File: src/rtl/mlaccel_cmd_sequencer_if.sv
// Fetch port toward the shared-memory arbiter and command channel toward the compute unit.
// master = sequencer side, slave = memory/compute side.
interface mlaccel_cmd_sequencer_if;
  logic        smem_valid;
  logic        smem_ready;
  logic [15:0] smem_addr;
  logic [31:0] smem_data;
  logic        comp_valid;
  logic        comp_ready;
  logic [31:0] comp_data;

  modport master (
    output smem_valid, smem_addr, comp_valid, comp_data,
    input  smem_ready, smem_data, comp_ready
  );

  modport slave (
    input  smem_valid, smem_addr, comp_valid, comp_data,
    output smem_ready, smem_data, comp_ready
  );
endinterface

File: src/rtl/mlaccel_cmd_sequencer.sv
// Command fetch/dispatch: runs jump/loop/halt (and optionally call/return) locally and
// forwards every other word to the compute unit. Define MLACCEL_SEQ_STACK_EN for the return stack.
module mlaccel_cmd_sequencer #(
  parameter int unsigned STACK_DEPTH = 4,
  parameter int unsigned CNT_WIDTH   = 16
) (
  input  logic                    clock,
  input  logic                    reset,
  input  logic                    start,
  input  logic [15:0]             addr,
  input  logic                    stop,
  output logic                    busy,
  output logic                    error,
  mlaccel_cmd_sequencer_if.master bus
);

  typedef enum logic [1:0] {StIdle, StFetch, StIssue, StDrain} state_e;

  localparam logic [7:0] OpJump   = 8'h01;
  localparam logic [7:0] OpCall   = 8'h02;
  localparam logic [7:0] OpRet    = 8'h03;
  localparam logic [7:0] OpSetcnt = 8'h04;
  localparam logic [7:0] OpDjnz   = 8'h05;
  localparam logic [7:0] OpHalt   = 8'h06;

  state_e               state_q, state_d;
  logic [15:0]          pc_q;
  logic [CNT_WIDTH-1:0] cnt_q;
  logic [CNT_WIDTH-1:0] cnt_dec;
  logic [31:0]          cmd_q;
  logic                 abort_q;
  logic [7:0]           op;
  logic [15:0]          imm;
  logic [15:0]          pc_inc;
  logic                 start_ok;
  logic                 fetch_hit;
  logic                 unused_data;

  assign op          = bus.smem_data[7:0];
  assign imm         = bus.smem_data[31:16];
  assign pc_inc      = pc_q + 16'd1;
  assign cnt_dec     = cnt_q - CNT_WIDTH'(1);
  assign start_ok    = (state_q == StIdle) && start;
  // A word returned in the same cycle as stop is dropped, never executed.
  assign fetch_hit   = (state_q == StFetch) && bus.smem_ready && !stop;
  assign unused_data = ^bus.smem_data[15:8];

`ifdef MLACCEL_SEQ_STACK_EN
  localparam int unsigned SpW  = $clog2(STACK_DEPTH + 1);
  localparam int unsigned IdxW = (STACK_DEPTH > 1) ? $clog2(STACK_DEPTH) : 1;

  logic [SpW-1:0] sp_q;
  logic [SpW-1:0] sp_m1;
  logic [15:0]    stack_q [2**IdxW];
  logic           error_q;
  logic           sp_full;
  logic           sp_empty;

  assign sp_m1    = sp_q - SpW'(1);
  assign sp_full  = (sp_q == SpW'(STACK_DEPTH));
  assign sp_empty = (sp_q == '0);
  assign error    = error_q;

  always_ff @(posedge clock) begin
    if (reset) begin
      sp_q    <= '0;
      error_q <= 1'b0;
    end else if (start_ok) begin
      sp_q    <= '0;
      error_q <= 1'b0;
    end else if (fetch_hit && (op == OpCall)) begin
      if (sp_full) begin
        error_q <= 1'b1;
      end else begin
        stack_q[sp_q[IdxW-1:0]] <= pc_inc;
        sp_q                    <= sp_q + SpW'(1);
      end
    end else if (fetch_hit && (op == OpRet) && !sp_empty) begin
      sp_q <= sp_m1;
    end
  end
`else
  logic unused_cfg;
  assign unused_cfg = (STACK_DEPTH == 0);
  assign error      = 1'b0;
`endif

  always_ff @(posedge clock) begin
    if (reset) begin
      state_q <= StIdle;
    end else begin
      state_q <= state_d;
    end
  end

  always_comb begin
    state_d = state_q;
    case (state_q)
      StIdle: begin
        if (start) state_d = StFetch;
      end
      StFetch: begin
        if (stop) begin
          state_d = bus.smem_ready ? StIdle : StDrain;
        end else if (bus.smem_ready) begin
          case (op)
            OpJump, OpSetcnt, OpDjnz: state_d = StFetch;
            OpHalt:                   state_d = StIdle;
`ifdef MLACCEL_SEQ_STACK_EN
            OpCall:                   state_d = sp_full ? StIdle : StFetch;
            OpRet:                    state_d = sp_empty ? StIdle : StFetch;
`else
            OpCall, OpRet:            state_d = StIdle;
`endif
            default:                  state_d = StIssue;
          endcase
        end
      end
      StIssue: begin
        if (bus.comp_ready) state_d = (abort_q || stop) ? StIdle : StFetch;
      end
      StDrain: begin
        if (bus.smem_ready) state_d = StIdle;
      end
      default: state_d = StIdle;
    endcase
  end

  always_comb begin
    busy           = (state_q != StIdle);
    bus.smem_valid = (state_q == StFetch) || (state_q == StDrain);
    bus.smem_addr  = pc_q;
    bus.comp_valid = (state_q == StIssue);
    bus.comp_data  = cmd_q;
  end

  always_ff @(posedge clock) begin
    if (reset) begin
      pc_q    <= '0;
      cnt_q   <= '0;
      cmd_q   <= '0;
      abort_q <= 1'b0;
    end else begin
      if (start_ok) begin
        pc_q    <= addr;
        abort_q <= 1'b0;
      end else if (stop && (state_q != StIdle)) begin
        abort_q <= 1'b1;
      end
      if (fetch_hit) begin
        case (op)
          OpJump: pc_q <= imm;
          OpSetcnt: begin
            cnt_q <= imm;
            pc_q  <= pc_inc;
          end
          OpDjnz: begin
            cnt_q <= cnt_dec;
            pc_q  <= (cnt_dec != '0) ? imm : pc_inc;
          end
          OpHalt: begin
          end
`ifdef MLACCEL_SEQ_STACK_EN
          OpCall: begin
            if (!sp_full) pc_q <= imm;
          end
          OpRet: begin
            if (!sp_empty) pc_q <= stack_q[sp_m1[IdxW-1:0]];
          end
`else
          OpCall, OpRet: begin
          end
`endif
          default: begin
            cmd_q <= bus.smem_data;
            pc_q  <= pc_inc;
          end
        endcase
      end
    end
  end

endmodule

File: src/flat_wrapper.sv
// flat-port wrapper written by rule: the top's interface ports become plain ports
module mlaccel_cmd_sequencer_flat 
#(
  parameter int unsigned STACK_DEPTH = 4,
  parameter int unsigned CNT_WIDTH   = 16
)
  (clock, reset, start, addr, stop, busy, error, bus_smem_valid, bus_smem_addr, bus_comp_valid, bus_comp_data, bus_smem_ready, bus_smem_data, bus_comp_ready);
  mlaccel_cmd_sequencer_if bus_i ();
  input  logic clock;
  input  logic reset;
  input  logic start;
  input  logic [15:0] addr;
  input  logic stop;
  output logic busy;
  output logic error;
  output wire logic [$bits(bus_i.smem_valid)-1:0] bus_smem_valid;
  output wire logic [$bits(bus_i.smem_addr)-1:0] bus_smem_addr;
  output wire logic [$bits(bus_i.comp_valid)-1:0] bus_comp_valid;
  output wire logic [$bits(bus_i.comp_data)-1:0] bus_comp_data;
  input wire logic [$bits(bus_i.smem_ready)-1:0] bus_smem_ready;
  input wire logic [$bits(bus_i.smem_data)-1:0] bus_smem_data;
  input wire logic [$bits(bus_i.comp_ready)-1:0] bus_comp_ready;
  assign bus_smem_valid = bus_i.smem_valid;
  assign bus_smem_addr = bus_i.smem_addr;
  assign bus_comp_valid = bus_i.comp_valid;
  assign bus_comp_data = bus_i.comp_data;
  assign bus_i.smem_ready = bus_smem_ready;
  assign bus_i.smem_data = bus_smem_data;
  assign bus_i.comp_ready = bus_comp_ready;
  mlaccel_cmd_sequencer #(.STACK_DEPTH(STACK_DEPTH), .CNT_WIDTH(CNT_WIDTH)) u_core (.clock(clock), .reset(reset), .start(start), .addr(addr), .stop(stop), .busy(busy), .error(error), .bus(bus_i));
endmodule
File: config.mk
export PLATFORM = sky130hd
export DESIGN_NAME = mlaccel_cmd_sequencer_flat
export DESIGN_NICKNAME = d
export VERILOG_FILES = /design/src/rtl/mlaccel_cmd_sequencer_if.sv /design/src/rtl/mlaccel_cmd_sequencer.sv /design/src/flat_wrapper.sv
export SDC_FILE = /design/constraint.sdc
export NUM_CORES = 1
export LEC_CHECK = 0
export CORE_MARGIN = 4
export CORE_UTILIZATION = 35
export CTS_CLUSTER_SIZE = 20
export DETAILED_ROUTE_END_ITERATION = 10
export GPL_ROUTABILITY_DRIVEN = 0
export SYNTH_ARGS = -nofsm -noshare
export SYNTH_HDL_FRONTEND = slang
export SYNTH_SLANG_ARGS = --single-unit
File: constraint.sdc
create_clock -name clock -period 3.9 [get_ports clock]
set_clock_uncertainty 0.15 [all_clocks]
set_input_delay 0.585 -clock clock [delete_from_list [all_inputs] [get_ports clock]]
set_output_delay 0.585 -clock clock [all_outputs]
set_load 0.02 [all_outputs]
==> reports/results.ini <==
[timing]
fmax_ghz=0.333
finalSetupTns_ns=0
worstMarginPinSlew_ns=1.08
holdWs_ns=0.304
rsz0062_at_grt=no
hold_viol=0
slew_viol_final=0
finalSetupViolations=0
layout_min_cycle_time_ns=3.00
setup_ws_ns=0.901
fin_crit_sh_pct=76.9
slew_headroom_pct=28.1

[setup_path]
crit_arrival_ns=3.11
cp_num_buf_inv=2
cpPeakStageDelay_ns=0.59
critPathCaptureType=flip-flop
slowest_stage=or4_4
critical_path_class=primary input to flip-flop
critical_path_peak_fanout=11
cp-start-kind=primary input
cp_cell_sequence=clkdlybuf4s50_1 -> or4_4 -> or3_1 -> nor4_2 -> buf_4 -> nand2b_1 -> nand3b_1 -> a311oi_1
worstPathRequired_ns=4.01
critPathTopFamily=simple AND/OR/NAND/NOR gates

[job]
drv_cap=0

[detailed_routing]
dr.pass1.iters=5
ant_nets=0
post-route-drc-count=0
drt_wl_total_mm=12.5
wl_per_cell_um=17.1
vias=4017
vias_per_cell=5.50
drt_iter0_drc=261

[global_routing]
grt_pass1_wl_mm=20.0
grt_max_degree=56
grt_pass1_vias=3781
grtUsageMet2_pct=31.6
use_met1_pct=26.5
antenna_found_initial=0
grt_overflow=0
grt_util_all_layers_pct=19.7
globalRoute.busiestLayer=met2
gr-usage-met3_pct=3.53

[floorplanning]
die_x_um=112
dieArea_um2=12500
rows=37
start_util_pct=36.2
core_area_um2=10400
io_pins=106
die_h_um=112

[clock_network]
clk_pin_slew_ns=0.08
cts_tree=yes
clk_latency_ns=0.35
cts_made_buffers=9
cts_hold_buf=0
cts_setup_buffers=0
ctsResizeCount=0
cts_htree_levels=3
clockRootBuffer=clkbuf_8
clock_sinks=67
cts.path.max_buffers=2

[synthesis]
syn_inst=496
synth-edff-count=0
syn_nets=553
yosysSeqAreaShare_pct=35.6
synth_cell_types=58
ys_ff_latch=67
yosys_warnings=0
ys_async_sr_fraction_pct=0
synth_area_per_cell_um2=7.61
synth_top_flop_cell=dfxtp_1
synth_area_um2=3770

[cells_and_area]
stdcell_count=730
drive_gt1_share_pct=7.91
area_growth_syn_to_layout_pct=36.8
fillCellCount=1046
diodes=0
layout.nets=646
final_util_pct=49.6

[power]
p_leak_uw=0.00178
pwr_density_cell_nw_per_um2=337
peakVddDrop_mv=0.193

[placement]
place_inst=714
port-buffer-count=104
dp_hpwl_mm=9.18
place_ws_ns=0.587

[worst_hold_path]
worstHoldPathType=flip-flop to flip-flop

[outcome]
status=complete, no violations

## cell type report
| type | instances | area, um2 | share of cell area [%] |
|---|---|---|---|
| clock buffers | 10 | 128 | 2.47 |
| repair buffers | 117 | 1130 | 22.0 |
| well taps | 136 | 170 | 3.30 |
| multi-input cells | 383 | 2230 | 43.3 |
| clock inverters | 6 | 114 | 2.21 |
| flip-flops and latches | 67 | 1340 | 26.0 |
| inverters | 11 | 41.3 | 0.800 |
## per-layer routing
layer,up-vias,routed length (um)
li1,1973,-
met1,1898,5650
met2,136,5830
met3,10,847
met4,0,174
met5,-,0
## cell usage after synthesis, types with 8 or more instances
master	instances	share of area, %
a21oi_1	52	6.9
clkbuf_1	28	2.8
dfxtp_1	67	36
inv_1	11	1.1
mux2i_1	13	3.4
nand2_1	87	8.7
nand3_1	21	2.8
nor2_1	37	3.7
nor3_1	13	1.7
o21ai_0	35	4.6
o22ai_1	8	1.3
xnor2_1	8	1.9
## cell families (layout without fill, tap and decap cells)
kind of cell	count (synthesis)	count (layout)	share of synthesized area, %
AND/OR/NAND/NOR	203	203	25.7
AO/OA/AOI/OAI	149	149	25.6
flip-flops	67	67	35.6
buffers and inverters	46	144	5.27
XOR/XNOR	14	14	3.25
multiplexers	13	13	3.45
adder cells (fa/ha/maj)	3	3	0.995
other	1	1	0.0994
## where the power goes
part	total (uW)	internal, uW	switching (uW)	leakage (uW)
Sequential	737	708	28.8	0.000544
Clock	714	426	288	0.000113
Combinational	287	140	147	0.00113
## registers in the layout, indices dropped and copies added (netlist names)
| name | count |
|---|---|
| u_core.bus.smem_addr | 16 |
| u_core.state_q | 2 |
| u_core.cnt_q | 16 |
| u_core.abort_q | 1 |
| u_core.bus.comp_data | 32 |
## final timing paths
path | from | end | slack [ns] | depth (start not counted)
min | u_core.bus.comp_data[21]$_SDFFE_PP0P_ | u_core.bus.comp_data[21]$_SDFFE_PP0P_ | 0.30 | 2
min reg2reg | u_core.bus.comp_data[21]$_SDFFE_PP0P_ | u_core.bus.comp_data[21]$_SDFFE_PP0P_ | 0.30 | 2
max | bus_smem_data[4] | u_core.bus.smem_addr[13]$_SDFF_PP0_ | 0.90 | 8
max reg2reg | u_core.cnt_q[0]$_SDFFE_PP0P_ | u_core.bus.smem_addr[7]$_SDFF_PP0_ | 1.03 | 7
## worst register-to-register path: stages (launching register included)
cell	delay, ns
dfxtp_1	0.40
or4_1	0.68
nor4_2	0.27
and3b_1	0.23
nand4bb_1	0.21
and3_4	0.27
and2_4	0.20
a221o_1	0.35
## stage by stage
| stage | total power (uW) | instance area (um2) |
|---|---|---|
| 2_1_floorplan | 886 | 3770 |
| 3_3_place_gp | 1040 | 4920 |
| 3_5_place_dp | 1040 | 4920 |
| 4_1_cts | 1750 | 5160 |
| 5_1_grt | 1800 | 5160 |
| 6_report | 1740 | 5160 |
## placed cells by master, fill, tap and decap left out, types with 3 or more instances in the layout
cell type,n
a211oi_1,6
a21oi_1,52
a221o_1,5
a221oi_1,6
a221oi_2,3
a31oi_1,4
and3_1,3
buf_4,13
bufinv_16,3
clkbuf_8,9
clkdlybuf4s50_1,103
dfxtp_1,67
ha_1,3
inv_1,11
mux2i_1,13
nand2_1,87
nand2b_1,4
nand3_1,21
nand3b_1,3
nand4_1,4
nor2_1,36
nor2b_1,5
nor3_1,13
nor4_1,3
o211ai_1,6
o21a_1,3
o21ai_0,35
o22ai_1,8
o31ai_1,3
or3_1,6
xnor2_1,8
xor2_1,6
Note: power is estimated with default switching activity, not from simulation.
